===== config.mk =====
export PLATFORM = sky130hd
export DESIGN_NAME = iiitb_ptvm_change_dispenser
export DESIGN_NICKNAME = d
export VERILOG_FILES = /design/src/rtl/iiitb_ptvm_pkg.sv /design/src/rtl/iiitb_ptvm_cdown_timer.sv /design/src/rtl/iiitb_ptvm_change_dispenser.sv
export SDC_FILE = /design/constraint.sdc
export NUM_CORES = 1
export LEC_CHECK = 0
export BUFFER_PORTS_ARGS = -buffer_cell sky130_fd_sc_hd__buf_4
export CELL_PAD_IN_SITES_DETAIL_PLACEMENT = 0
export CELL_PAD_IN_SITES_GLOBAL_PLACEMENT = 2
export CORE_MARGIN = 1.5
export CORE_UTILIZATION = 33
export DETAILED_ROUTE_END_ITERATION = 7
export GPL_TIMING_DRIVEN = 1
export PLACE_DENSITY = 0.76
export SETUP_SLACK_MARGIN = 0.5
export SLEW_MARGIN = 20
export SYNTH_ARGS = -nofsm -noshare
export SYNTH_HDL_FRONTEND = slang
export SYNTH_SLANG_ARGS = --single-unit

===== constraint.sdc =====
create_clock -name clk -period 3.1 [get_ports clk]
set_clock_uncertainty 0.2 [all_clocks]
set_input_delay 0.31 -clock clk [delete_from_list [all_inputs] [get_ports clk]]
set_output_delay 0.31 -clock clk [all_outputs]
set_load 0.03 [all_outputs]

===== src/rtl/iiitb_ptvm_pkg.sv =====
// rtl/iiitb_ptvm_pkg.sv - shared coin codes and change-dispenser state encoding
package iiitb_ptvm_pkg;

    // Same encoding the machine decodes on its coin input
    localparam logic [1:0] COIN_NONE = 2'b00;
    localparam logic [1:0] COIN_5    = 2'b01;
    localparam logic [1:0] COIN_10   = 2'b10;

    typedef enum logic [1:0] {
        ST_IDLE   = 2'd0,
        ST_ISSUE  = 2'd1,
        ST_GAP    = 2'd2,
        ST_FINISH = 2'd3
    } disp_state_t;

    // Value of a coin code in Rs5 units
    function automatic logic [1:0] coin_units(input logic [1:0] code);
        return (code == COIN_10) ? 2'd2 : 2'd1;
    endfunction

endpackage


===== src/rtl/iiitb_ptvm_cdown_timer.sv =====
// rtl/iiitb_ptvm_cdown_timer.sv - loadable saturating down-counter with zero flag
module iiitb_ptvm_cdown_timer #(
    parameter int W = 4
) (
    input  logic         clk,
    input  logic         rst,
    input  logic         load,
    input  logic [W-1:0] load_val,
    input  logic         dec,
    output logic         zero
);

    logic [W-1:0] count;

    always_ff @(posedge clk) begin
        if (!rst) begin
            count <= '0;
        end else if (load) begin
            count <= load_val;
        end else if (dec && (count != '0)) begin
            count <= count - W'(1);
        end
    end

    assign zero = (count == '0);

endmodule


===== src/rtl/iiitb_ptvm_change_dispenser.sv =====
// rtl/iiitb_ptvm_change_dispenser.sv - greedy Rs10/Rs5 refund dispenser with ack handshake
module iiitb_ptvm_change_dispenser
    import iiitb_ptvm_pkg::*;
#(
    parameter int AMT_W       = 4,
    parameter int GAP_CYCLES  = 2,
    parameter int ACK_TIMEOUT = 15
) (
    input  logic             clk,
    input  logic             rst,
    input  logic             req,
    input  logic [AMT_W-1:0] amt,
    output logic             busy,
    output logic [1:0]       coin_out,
    output logic             coin_valid,
    input  logic             coin_ack,
    output logic             done,
    output logic             err,
    output logic [AMT_W-1:0] remaining
);

    localparam int CNT_MAX = (GAP_CYCLES > ACK_TIMEOUT) ? GAP_CYCLES : ACK_TIMEOUT;
    localparam int CNT_W   = $clog2(CNT_MAX + 1);
    // Timer is checked before decrementing, so N-1 gives exactly N edges
    localparam logic [CNT_W-1:0] GAP_LOAD = CNT_W'(GAP_CYCLES - 1);
    localparam logic [CNT_W-1:0] TO_LOAD  = CNT_W'(ACK_TIMEOUT - 1);

    disp_state_t      state, state_n;
    logic [1:0]       coin_out_n;
    logic             coin_valid_n, busy_n, done_n, err_n;
    logic [AMT_W-1:0] remaining_n;
    logic             tmr_load, tmr_dec, tmr_zero;
    logic [CNT_W-1:0] tmr_val;

    function automatic logic [1:0] select_coin(input logic [AMT_W-1:0] rem);
        return (rem >= AMT_W'(2)) ? COIN_10 : COIN_5;
    endfunction

    iiitb_ptvm_cdown_timer #(.W(CNT_W)) u_timer (
        .clk      (clk),
        .rst      (rst),
        .load     (tmr_load),
        .load_val (tmr_val),
        .dec      (tmr_dec),
        .zero     (tmr_zero)
    );

    always_ff @(posedge clk) begin
        if (!rst) begin
            state      <= ST_IDLE;
            coin_out   <= COIN_NONE;
            coin_valid <= 1'b0;
            busy       <= 1'b0;
            done       <= 1'b0;
            err        <= 1'b0;
            remaining  <= '0;
        end else begin
            state      <= state_n;
            coin_out   <= coin_out_n;
            coin_valid <= coin_valid_n;
            busy       <= busy_n;
            done       <= done_n;
            err        <= err_n;
            remaining  <= remaining_n;
        end
    end

    always_comb begin
        state_n      = state;
        coin_out_n   = coin_out;
        coin_valid_n = coin_valid;
        busy_n       = busy;
        done_n       = 1'b0;
        err_n        = err;
        remaining_n  = remaining;
        tmr_load     = 1'b0;
        tmr_val      = '0;
        tmr_dec      = 1'b0;

        case (state)
            ST_IDLE: begin
                if (req) begin
                    remaining_n = amt;
                    err_n       = 1'b0;
                    if (amt != '0) begin
                        state_n      = ST_ISSUE;
                        busy_n       = 1'b1;
                        coin_valid_n = 1'b1;
                        coin_out_n   = select_coin(amt);
                        tmr_load     = 1'b1;
                        tmr_val      = TO_LOAD;
                    end else begin
                        state_n = ST_FINISH;
                        done_n  = 1'b1;
                        busy_n  = 1'b0;
                    end
                end
            end
            ST_ISSUE: begin
                if (coin_ack) begin
                    coin_valid_n = 1'b0;
                    coin_out_n   = COIN_NONE;
                    remaining_n  = remaining - AMT_W'(coin_units(coin_out));
                    if (remaining_n == '0) begin
                        // Last coin: no settle gap before reporting completion
                        state_n = ST_IDLE;
                        done_n  = 1'b1;
                        busy_n  = 1'b0;
                    end else begin
                        state_n  = ST_GAP;
                        tmr_load = 1'b1;
                        tmr_val  = GAP_LOAD;
                    end
                end else if (tmr_zero) begin
                    // Abort keeps the unacked coin in remaining
                    state_n      = ST_IDLE;
                    coin_valid_n = 1'b0;
                    coin_out_n   = COIN_NONE;
                    err_n        = 1'b1;
                    busy_n       = 1'b0;
                end else begin
                    tmr_dec = 1'b1;
                end
            end
            ST_GAP: begin
                if (tmr_zero) begin
                    state_n      = ST_ISSUE;
                    coin_valid_n = 1'b1;
                    coin_out_n   = select_coin(remaining);
                    tmr_load     = 1'b1;
                    tmr_val      = TO_LOAD;
                end else begin
                    tmr_dec = 1'b1;
                end
            end
            ST_FINISH: begin
                state_n = ST_IDLE;
            end
            default: begin
                state_n = ST_IDLE;
            end
        endcase
    end

endmodule

; Word level (Yosys, flattened, before mapping)
; Index checks and enable logic that the tools add are counted.
; W data, S select, Z words.
[word_totals]
regBits = 16
word_cells = 91
[classes]
add_sub_neg = 2
n_lt_le_gt_ge = 2
n_eq_ne = 12
mux = 53
n_reduce_logical = 14
[ops]
columns = cell, n
row1 = $mux W4, 7
row2 = $mux W2, 13
row3 = $mux W1, 23
row4 = $ne A2 B2 Y1 const B, 6
row5 = $pmux W4 S3, 1
row6 = $ge A4 B2 Y1 const B, 2
row7 = $logic_not A4 Y1, 2
row8 = $pmux W1 S2, 4
row9 = $pmux W2 S4, 1
row10 = $pmux W4 S2, 1
row11 = $reduce_and A4 Y1, 2
row12 = $reduce_bool A4 Y1, 2
row13 = $eq A2 B2 Y1 const B, 3
row14 = $ne A3 B3 Y1 const B, 2
row15 = $pmux W1 S3, 2
row16 = $pmux W2 S3, 1
row17 = $reduce_and A3 Y1, 2
row18 = $reduce_and A5 Y1, 1
row19 = $reduce_bool A2 Y1, 2
row20 = $sub A4 B1 Y4 const B, 1
row21 = $sub A4 B2 Y4, 1
row22 = $reduce_bool A3 Y1, 1
row23 = $eq A2 B1 Y1 const B, 1
row24 = $logic_not A2 Y1, 1
row25 = $logic_and A1 B1 Y1, 1

; Longest topological paths before layout
; Gate-level depths: netlist (run 1).
[depth]
word_depth = 8
ltp_mapped = 8

; By module
; Synthesis (run 1) repeated with hierarchy kept, for this count alone.
[hier_totals]
hier_cells = 139
area_unflattened_um2 = 1118.6
[modules_own_cells]
columns = module, instances, cells_per_inst, area_each_um2
row1 = iiitb_ptvm_change_dispenser, 1, 108, 862.1
row2 = iiitb_ptvm_cdown_timer, 1, 31, 256.5

; Worst setup path after synthesis (run 1)
; OpenSTA, ideal clock, no wires.
[synth_timing]
path_type = flip-flop to flip-flop
from = register coin_out[1]
to = register busy
setup_ns = 0.115
t_arrival_ns = 2.089
required_ns = 2.785
slack_ns = 0.696
stages_incl_launch_ff = 9
path_buffers = 0
path_cell_list = dfxtp_1 > nand2b_1 > ha_1 > fa_1 > xnor2_1 > nand3_1 > nor3_2 > a21oi_1 > o21a_1
[synth_between]
elab_chain_len = 6
[synth_lines]
columns = element, line_no
row1 = "start, declared", iiitb_ptvm_change_dispenser.sv:14  ; output logic [1:0] coin_out,
row2 = "start signal, assigned", iiitb_ptvm_change_dispenser.sv:59  ; coin_out <= coin_out_n;
row3 = $eq A2 B2 Y1, iiitb_ptvm_pkg.sv:18  ; return (code == COIN_10) ? 2'd2 : 2'd1;
row4 = $mux W2, iiitb_ptvm_pkg.sv:18
row5 = $sub A4 B2 Y4, iiitb_ptvm_change_dispenser.sv:103  ; remaining_n = remaining - AMT_W'(coin_units(coin_out));
row6 = $logic_not A4 Y1, iiitb_ptvm_change_dispenser.sv:104  ; if (remaining_n == '0) begin
row7 = $ne A3 B3 Y1 (no source line), n/a
row8 = $reduce_and A4 Y1 (no source line), n/a
row9 = "end signal, assigned", iiitb_ptvm_change_dispenser.sv:61  ; busy <= busy_n;
row10 = "end, declared", iiitb_ptvm_change_dispenser.sv:13  ; output logic busy,
; No other way between the ends.
; A chain may end at the register's enable or synchronous reset.

; Worst setup path after layout (run 1)
[layout_timing]
from = register coin_out[0]
to = register busy
; The elaborated chain is that of the path after synthesis.

==> impl_metrics.json, run 1 <==
{
  "core_mm2": 0.00308,
  "hp-class": "primary input to flop",
  "required_ns": 3.10,
  "netlist_instances": 125,
  "grt_max_degree": 18,
  "outcome": "finished, final reports clean",
  "end_kind": "flop",
  "crit_path_max_fanout": 6,
  "clkTransAtPathRegs_ns": 0.11,
  "nNetsFinal": 161,
  "antenna_left": 0,
  "p_sw_w": 0.000691,
  "track_usage_pct": 15.7,
  "met2_usage_pct": 23.3,
  "wl_per_cell_um": 12.9,
  "postCtsSetupBuffers": 0,
  "ctsHoldBuffers": 0,
  "start_util_pct": 35.2,
  "top_level_ports": 18,
  "wl_um": 2410,
  "worstSetupStartpointType": "flop",
  "dieArea_mm2": 0.00364,
  "antenna_cells": 0,
  "cts_buffer_depth": 2,
  "via_per_inst": 5.09,
  "io_buffers": 17,
  "cts_made_buffers": 3,
  "die_w_um": 60.3,
  "tns_ns": 0,
  "p_int_w": 0.000764,
  "via_count": 952,
  "setup.worst_path.class": "flop to flop",
  "drc": 0,
  "synth-async-reset-ratio_pct": 0,
  "rows": 20,
  "synth_edf_count": 0,
  "rsz0062_at_grt": "no",
  "finalSetupViolCount": 0,
  "dieHeight_um": 60.3,
  "yosysUniqueCellTypes": 38,
  "busiest_layer": "met2",
  "clk_latency_ns": 0.29,
  "fmax_ghz": 0.411,
  "drv_cap": 0,
  "slew_viol_final": 0,
  "p_per_area_mw_per_mm2": 1130,
  "final-hold-violation-count": 0,
  "seqPwrFrac_pct": 25.8,
  "finalNonFillerCells": 187,
  "clkPwrFrac_pct": 10.2,
  "cts_resized": 0,
  "first_pass_iters": 4,
  "cts_tree": "done",
  "synth_flop_cell": "dfxtp_1",
  "gp_congestion": 0.762,
  "arrival_ns": 2.44,
  "synth_seq_cells": 16,
  "fin_crit_sh_pct": 78.6,
  "grt_pass1_vias": 869,
  "syn-mean-instance-area_um2": 8.67,
  "slew_headroom_pct": 63.3,
  "combPwrFrac_pct": 64.0,
  "htreeDepth": 1,
  "overflow": 0,
  "postPlaceCellArea_mm2": 0.00125,
  "place_hpwl_um": 1820,
  "grt_pass1_wl_um": 4230,
  "syn_area_mm2": 0.00108,
  "p_leak_nw": 0.548,
  "syn_to_final_growth_pct": 18.9,
  "yosysWarnings": 0,
  "cts_root_buffer": "clkbuf_4",
  "grtUsageMet3_pct": 3.46,
  "placed_cells": 183,
  "numClockSinks": 16,
  "drive_gt1_share_pct": 21.7,
  "switching_share_pct": 47.5,
  "max-vdd-ir-drop_uv": 395,
  "syn_nets": 142,
  "drt_iter0_drc": 29,
  "use_met1_pct": 21.8,
  "period_minus_slack_ns": 2.44,
  "antenna_found_initial": 0,
  "yosysSeqAreaShare_pct": 29.6,
  "fin_area_mm2": 0.00129,
  "worst_pin_slew_ns": 0.547
}
cell type report:
cell class / count / area, um2
sequential: 16 / 320
tap: 44 / 55.1
inverter: 8 / 30.0
timing repair buffer: 17 / 128
multi-input combinational: 98 / 719
clock buffer: 4 / 36.3
fill: 332 / 1790
synth_stat cells (2+ instances only):
library cell   n  area (um2)
a21boi_0       2        15.0
a21oi_1        6        30.0
a31oi_1        2        12.5
and2_1         2        12.5
buf_2          2        10.0
dfxtp_1       16         320
ha_1           8         100
inv_1          8        30.0
nand2_1       13        48.8
nand2b_1       2        12.5
nand3_1        3        15.0
nor2_1         6        22.5
nor2b_1        4        25.0
nor3_1         2        10.0
nor3_2         2        20.0
nor3b_1        2        15.0
nor4_1         3        18.8
o211a_1        5        50.1
o211ai_1       5        37.5
o21a_1         2        15.0
o21ai_0        9        45.0
o31a_1         3        26.3
xnor2_1        3        26.3
flip-flops by register name, summed over array words and instances (netlist names):
name,cells
remaining,4
u_timer.count,4
coin_out,2
state,2
busy,1
coin_valid,1
done,1
err,1
layout by cell type (no fill, tap or decap), drive strengths merged, types with 4 or more instances in the layout:
master  instances
buf            17
dfxtp          16
nand2          13
o21ai           9
inv             8
ha              8
nor2            6
a21oi           6
o211ai          5
o211a           5
nor2b           4
clkbuf          4
nor3            4
worst max-delay path, stage by stage, from the launching register on:
cell      delay, ns
dfxtp_1        0.33
nand2b_1       0.18
ha_1           0.23
fa_1           0.42
xnor2_1        0.15
nand3_1        0.10
nor3_2         0.41
a21oi_1        0.12
o21a_1         0.19
final timing paths:
kind	start	to	slack, ns	cells past startpoint
worst max register to register	coin_out[0]$_SDFFE_PN0P_	busy$_SDFFE_PN0P_	0.66	8
worst min-delay path	coin_ack	done$_SDFF_PN0_	0.14	3
worst max-delay path	coin_out[0]$_SDFFE_PN0P_	busy$_SDFFE_PN0P_	0.66	8
worst min register to register	coin_valid$_SDFFE_PN0P_	coin_valid$_SDFFE_PN0P_	0.29	2
routing by layer:
metal | part of all wire (%) | wire length (um)
met4 | 1.2 | 29
met1 | 51 | 1230
met5 | 0 | 0
met2 | 45 | 1080
met3 | 2.6 | 62
power groups by stage:
stage | combinational [W] | clock (W) | sequential (W)
4_1_cts | 0.000935 | 0.000152 | 0.000375
5_1_grt | 0.00105 | 0.000165 | 0.000391
2_1_floorplan | 0.000621 | 0 | 0.000462
3_5_place_dp | 0.000932 | 0 | 0.000380
6_report | 0.000931 | 0.000148 | 0.000376
3_3_place_gp | 0.000946 | 0 | 0.000379
cells by family after synthesis:
logic type,count (synthesis),synth area share (%)
AO/OA/AOI/OAI,40,28.3
XOR/XNOR,3,2.43
adder cells (fa/ha/maj),9,11.1
buffers and inverters,11,4.04
flip-flops,16,29.6
multiplexers,2,1.96
AND/OR/NAND/NOR,44,22.6
through the flow:
step                utilization [%]  total power (W)  setup WS (ns)  hold WS [ns]
finish                         41.9          0.00145          0.665         0.138
detailed placement             40.7          0.00131          0.673         0.269
CTS                            41.9          0.00146          0.648         0.135
floorplan                         -          0.00108          0.696         0.232
global placement               40.7          0.00132          0.726         0.257
global route                   41.9          0.00160          0.508         0.123
Power figures use the tool's default switching activity.
==> run 2, diff against run 1 <==
--- a/config.mk
+++ b/config.mk
@@ -5,14 +5,15 @@
 export SDC_FILE = /design/constraint.sdc
 export NUM_CORES = 1
 export LEC_CHECK = 0
+export ABC_AREA = 1
 export BUFFER_PORTS_ARGS = -buffer_cell sky130_fd_sc_hd__buf_4
 export CELL_PAD_IN_SITES_DETAIL_PLACEMENT = 0
 export CELL_PAD_IN_SITES_GLOBAL_PLACEMENT = 2
 export CORE_MARGIN = 1.5
-export CORE_UTILIZATION = 33
+export CORE_UTILIZATION = 31
 export DETAILED_ROUTE_END_ITERATION = 7
 export GPL_TIMING_DRIVEN = 1
-export PLACE_DENSITY = 0.76
+export PLACE_DENSITY = 0.77
 export SETUP_SLACK_MARGIN = 0.5
 export SLEW_MARGIN = 20
 export SYNTH_ARGS = -nofsm -noshare
==> constraint.sdc (replaced) <==
create_clock -name clk -period 2.3 [get_ports clk]
set_clock_uncertainty 0.2 [all_clocks]
set_input_delay 0.23 -clock clk [delete_from_list [all_inputs] [get_ports clk]]
set_output_delay 0.23 -clock clk [all_outputs]
set_load 0.03 [all_outputs]
==> impl_metrics.json, run 2 <==
{
  "htreeDepth": 1,
  "synthSimpleGateAreaFrac_pct": 33.9,
  "clkTransAtPathRegs_ns": 0.07,
  "required_ns": 2.24,
  "dieArea_mm2": 0.00408,
  "syn_to_final_growth_pct": 37.5,
  "syn-mean-instance-area_um2": 6.97,
  "netlist_top_cells_area": "dfxtp_1 28%, ha_1 8.7%, nand2_1 8.2%, nor2_1 8.2%, inv_1 7.5%",
  "synth-async-reset-ratio_pct": 0,
  "cpLargestDelayFamily": "adder cells",
  "io_buffers": 17,
  "fmax_ghz": 0.473,
  "finalSetupViolCount": 0,
  "drt_iter0_drc": 57,
  "drv_cap": 0,
  "drive_gt1_share_pct": 41.4,
  "cts_root_buffer": "clkbuf_8",
  "reg2reg_from": "coin_out[1]$_SDFFE_PN0P_",
  "synth.largest_area_cell": "dfxtp_1",
  "via_count": 1102,
  "p_leak_nw": 0.759,
  "outcome": "finished, final reports clean",
  "first_pass_iters": 4,
  "synth_top_family_by_area": "simple AND/OR/NAND/NOR gates",
  "yosysWarnings": 0,
  "cts_made_buffers": 3,
  "crit_path_start": "coin_out[1]$_SDFFE_PN0P_",
  "track_usage_pct": 15.1,
  "top_level_ports": 18,
  "yosys.area.top_type_share_pct": 27.9,
  "period_minus_slack_ns": 2.12,
  "timing.critical_path.mode_cell": "inv_2",
  "dieHeight_um": 63.9,
  "cts_tree": "done",
  "max_stage_delay_ns": 0.53,
  "tns_ns": 0,
  "r2r-end": "u_timer.count[1]$_SDFFE_PN0P_",
  "synth_mux_area_share_pct": 0,
  "antenna_found_initial": 0,
  "end_kind": "flop",
  "rows": 21,
  "max-vdd-ir-drop_uv": 575,
  "worst_pin_slew_ns": 0.283,
  "slew_headroom_pct": 80.9,
  "cpMaxStageDelayCell": "fa_2",
  "syn_nets": 182,
  "wl_um": 2830,
  "yosysUniqueCellTypes": 30,
  "via_per_inst": 4.52,
  "path_buf_inv": 2,
  "yosysSeqAreaShare_pct": 27.9,
  "rsz0062_at_grt": "yes",
  "slew_viol_final": 0,
  "setup.worst_path.class": "flop to flop",
  "ff2ff_setup_slack_ns": 0.18,
  "grt_max_degree": 11,
  "hp-class": "primary input to flop",
  "reg_top3": "remaining x4, u_timer.count x4",
  "die_w_um": 63.9,
  "layout_common_cells": "30 x buf_4, 22 x nand2_1, 22 x nor2_1",
  "synth_edf_count": 0,
  "r2r_cells": 12,
  "synthAdderAreaFrac_pct": 10.4,
  "synth_flop_cell": "dfxtp_1",
  "start_util_pct": 33.4,
  "nNetsFinal": 216,
  "core_mm2": 0.00344,
  "wl_per_cell_um": 11.6,
  "synth_xor_xnor_area_share_pct": 1.52,
  "critical_path_depth": 12,
  "overflow": 0,
  "clk_latency_ns": 0.25,
  "gp_congestion": 0.799,
  "ctsHoldBuffers": 0,
  "worst_hold_slack_ns": 0.0371,
  "antenna_cells": 0,
  "final-hold-violation-count": 0,
  "netlist_instances": 165,
  "arrival_ns": 2.06,
  "grt_pass1_vias": 1074,
  "endpoint": "u_timer.count[1]$_SDFFE_PN0P_",
  "drc": 0,
  "layout_commonest_cell": "buf_4",
  "synth_commonest_cells": "25 x nand2_1, 25 x nor2_1, 23 x inv_1",
  "syn_area_mm2": 0.00115,
  "grt_pass1_wl_um": 4940,
  "p_per_area_mw_per_mm2": 1610,
  "numClockSinks": 16,
  "worstSetupStartpointType": "flop",
  "cts_buffer_depth": 2,
  "synth_compound_area_share_pct": 14.7,
  "antenna_left": 0,
  "synth_seq_cells": 16,
  "place_hpwl_um": 2190,
  "crit_chain": "inv_2, nor2_4, inv_2, ha_4, fa_2, nand2_1, nor2_2, nand2_2, nand3_4, nand2_4, o21ai_1, nor2_1",
  "crit_path_max_fanout": 5,
  "fin_crit_sh_pct": 92.0
}
## run 2: timing repair
item / 4_1_cts / 5_1_grt
setup endpoints to repair: 14 / 14
pin swaps: 9 / 5
gates resized for setup: 7 / 12
setup buffers: 6 / 7
## run 2: kinds of logic (layout without fill, tap and decap cells)
kind of cell             Yosys count  count (layout)
AO/OA/AOI/OAI                     30              30
XOR/XNOR                           2               2
adder cells (fa/ha/maj)            9               9
buffers and inverters             33              66
flip-flops                        16              16
AND/OR/NAND/NOR                   75              75
## run 2: through the flow
stage          cell area (um2)  util, %  power (W)  setup slack, ns  instances
6_report                  1580     45.9    0.00255            0.184        244
5_1_grt                   1580     45.9    0.00279           0.0223        244
4_1_cts                   1480     43.0    0.00236            0.167        237
3_5_place_dp              1360     39.6    0.00200           0.0454        227
3_3_place_gp              1360     39.6    0.00200            0.119        227
2_1_floorplan             1190        -    0.00166            0.130        165
## run 2: final cells by class
cell class	count	area, um2
Clock buffer	4	45.0
Fill cell	354	1860
Inverter	32	124
Multi-Input combinational cell	116	798
Sequential cell	16	332
Tap cell	46	57.6
Timing Repair Buffer	30	225
## run 2: per-layer routing
metal / wire, um / global-route usage (%)
met5: 0 / 0
met4: 20 / 4.08
met3: 61 / 1.76
met2: 1290 / 24.6
met1: 1460 / 21.1
## run 2: worst reg2reg max path, stage by stage (launching register included)
cell and delay [ns]:
dfxtp_4 0.35, inv_2 0.04, nor2_4 0.09, inv_2 0.06, ha_4 0.16, fa_2 0.53
nand2_1 0.06, nor2_2 0.10, nand2_2 0.10, nand3_4 0.11, nand2_4 0.06, o21ai_1 0.12
nor2_1 0.04
## run 2: how the worst min path moves through the flow
stage | startpoint | endpoint | cells after the start
after CTS | amt[1] | remaining[1]$_SDFFE_PN0P_ | 3
after global routing | amt[0] | remaining[0]$_SDFFE_PN0P_ | 3
after global placement | busy$_SDFFE_PN0P_ | busy$_SDFFE_PN0P_ | 2
after floorplan | rst | coin_out[1]$_SDFFE_PN0P_ | 2
after detailed placement | busy$_SDFFE_PN0P_ | busy$_SDFFE_PN0P_ | 2
final | amt[0] | remaining[0]$_SDFFE_PN0P_ | 3
## run 2: report_power, final
group	switching (W)	total, W	internal (W)
clock	0.000105	0.000228	0.000123
combinational	0.00104	0.00181	0.000774
sequential	0.0000995	0.000507	0.000408
total	0.00124	0.00255	0.00130
==> run 3, diff against run 2 <==
==> constraint.sdc (replaced) <==
create_clock -name clk -period 2.4 [get_ports clk]
set_clock_uncertainty 0.2 [all_clocks]
set_input_delay 0.24 -clock clk [delete_from_list [all_inputs] [get_ports clk]]
set_output_delay 0.24 -clock clk [all_outputs]
set_load 0.03 [all_outputs]
==> impl_metrics.json, run 3 (synthesis gave the netlist of run 2 again) <==
{
  "layout_common_cells": "23 x nor2_1, 23 x buf_4, 21 x inv_1",
  "rows": 21,
  "fin_crit_sh_pct": 87.6,
  "crit_chain": "inv_2, nor2_4, inv_2, ha_4, fa_2, nand2_2, inv_4, nor2_4, nor2_2, nand2_2, nand3_4, nand2_4, nor2_1, nor2_1, nor2_1",
  "timing.critical_path.mode_cell": "nor2_1",
  "crit_path_start": "coin_out[1]$_SDFFE_PN0P_",
  "htreeDepth": 1,
  "fin_area_mm2": 0.00151,
  "cts_tree": "done",
  "cpMaxStageDelayCell": "fa_2",
  "place_hpwl_um": 2190,
  "postPlaceCellArea_mm2": 0.00136,
  "slew_headroom_pct": 79.4,
  "arrival_ns": 2.04,
  "track_usage_pct": 15.5,
  "required_ns": 2.34,
  "antenna_left": 0,
  "antenna_found_initial": 0,
  "overflow": 0,
  "p_total_w": 0.00230,
  "grt_pass1_vias": 1110,
  "slew_viol_final": 0,
  "worst_pin_slew_ns": 0.306,
  "antenna_cells": 0,
  "cts_made_buffers": 3,
  "syn_to_final_growth_pct": 31.3,
  "dieArea_mm2": 0.00408,
  "die_w_um": 63.9,
  "top_layer": "met4",
  "worstHoldStart": "amt[0]",
  "reg2reg_from": "coin_out[1]$_SDFFE_PN0P_",
  "final-hold-violation-count": 0,
  "cts_root_buffer": "clkbuf_8",
  "max_stage_delay_ns": 0.37,
  "nNetsFinal": 209,
  "clkTransAtPathRegs_ns": 0.07,
  "max-vdd-ir-drop_uv": 516,
  "wl_um": 2780,
  "p_leak_nw": 0.725,
  "reg_top3": "remaining x4, u_timer.count x4",
  "period_minus_slack_ns": 2.10,
  "grt_max_degree": 11,
  "rsz0062_at_grt": "yes",
  "ctsHoldBuffers": 0,
  "tns_ns": 0,
  "gp_congestion": 0.797,
  "finalSetupViolCount": 0,
  "numClockSinks": 16,
  "drv_cap": 0,
  "crit_path_max_fanout": 5,
  "finalNonFillerCells": 237,
  "worstSetupStartpointType": "flop",
  "fmax_ghz": 0.475,
  "setup.worst_path.class": "flop to flop",
  "via_count": 1102,
  "drive_gt1_share_pct": 38.7,
  "outcome": "finished, final reports clean",
  "via_per_inst": 4.65,
  "start_util_pct": 33.4,
  "wl_met3_um": 57,
  "dieHeight_um": 63.9,
  "first_pass_iters": 4,
  "top_level_ports": 18,
  "io_buffers": 17,
  "wl_met1_um": 1410,
  "end_kind": "flop",
  "grt_pass1_wl_um": 5040,
  "wl_per_cell_um": 11.7,
  "cts_buffer_depth": 2,
  "clk_latency_ns": 0.26,
  "placed_cells": 227,
  "drc": 0,
  "hp-class": "primary input to flop",
  "route.met2.wl_um": 1270,
  "drt_iter0_drc": 62,
  "p_per_area_mw_per_mm2": 1530,
  "core_mm2": 0.00344
}
## run 3: cell count changes in the layout (fill, tap and decap cells not counted), sizes merged
cell  delta
buf      -7
## run 3: area by class of cell
| cell class | count | area (um2) |
|---|---|---|
| Multi-Input combinational cell | 116 | 783 |
| Clock buffer | 4 | 45.0 |
| Timing Repair Buffer | 23 | 173 |
| Fill cell | 365 | 1930 |
| Tap cell | 46 | 57.6 |
| Inverter | 32 | 124 |
| Sequential cell | 16 | 328 |
## run 3: what timing repair did
action,in CTS,in global routing
cloned,0,0
resized for setup,6,9
buffers inserted,6,0
setup endpoints to repair,9,13
pin swaps,9,4
## run 3: through the flow
step / setup WS, ns / hold WS, ns / utilization [%]
after global routing: 0.131 / 0.0717 / 43.9
after floorplan: 0.230 / 0.169 / -
final: 0.297 / 0.0335 / 43.9
after CTS: 0.275 / 0.0332 / 42.9
after detailed placement: 0.180 / 0.255 / 39.6
after global placement: 0.219 / 0.252 / 39.6
## run 3: final timing paths
path | end | slack, ns | cells past startpoint
max | u_timer.count[2]$_SDFFE_PN0P_ | 0.30 | 15
min | remaining[0]$_SDFFE_PN0P_ | 0.03 | 3
max reg2reg | u_timer.count[2]$_SDFFE_PN0P_ | 0.30 | 15
min reg2reg | busy$_SDFFE_PN0P_ | 0.26 | 2
## run 3: routing by layer
| layer | track usage, % | vias to the layer above |
|---|---|---|
| li1 | - | 578 |
| met1 | 20.2 | 507 |
| met2 | 26.2 | 12 |
| met3 | 1.76 | 5 |
| met4 | 5.71 | 0 |
| met5 | 0 | - |
## run 3: critical path: cells and delay by family (launching register included)
kind,cells,cell delay [ns]
adder cells (fa/ha/maj),2,0.53
buffers and inverters,3,0.13
flip-flops,1,0.35
AND/OR/NAND/NOR,10,0.79
## run 3: report_power, final
part           switching [W]  internal [W]  total (W)
Clock               0.000105      0.000118   0.000223
Combinational       0.000960      0.000636    0.00160
Sequential         0.0000984      0.000386   0.000485
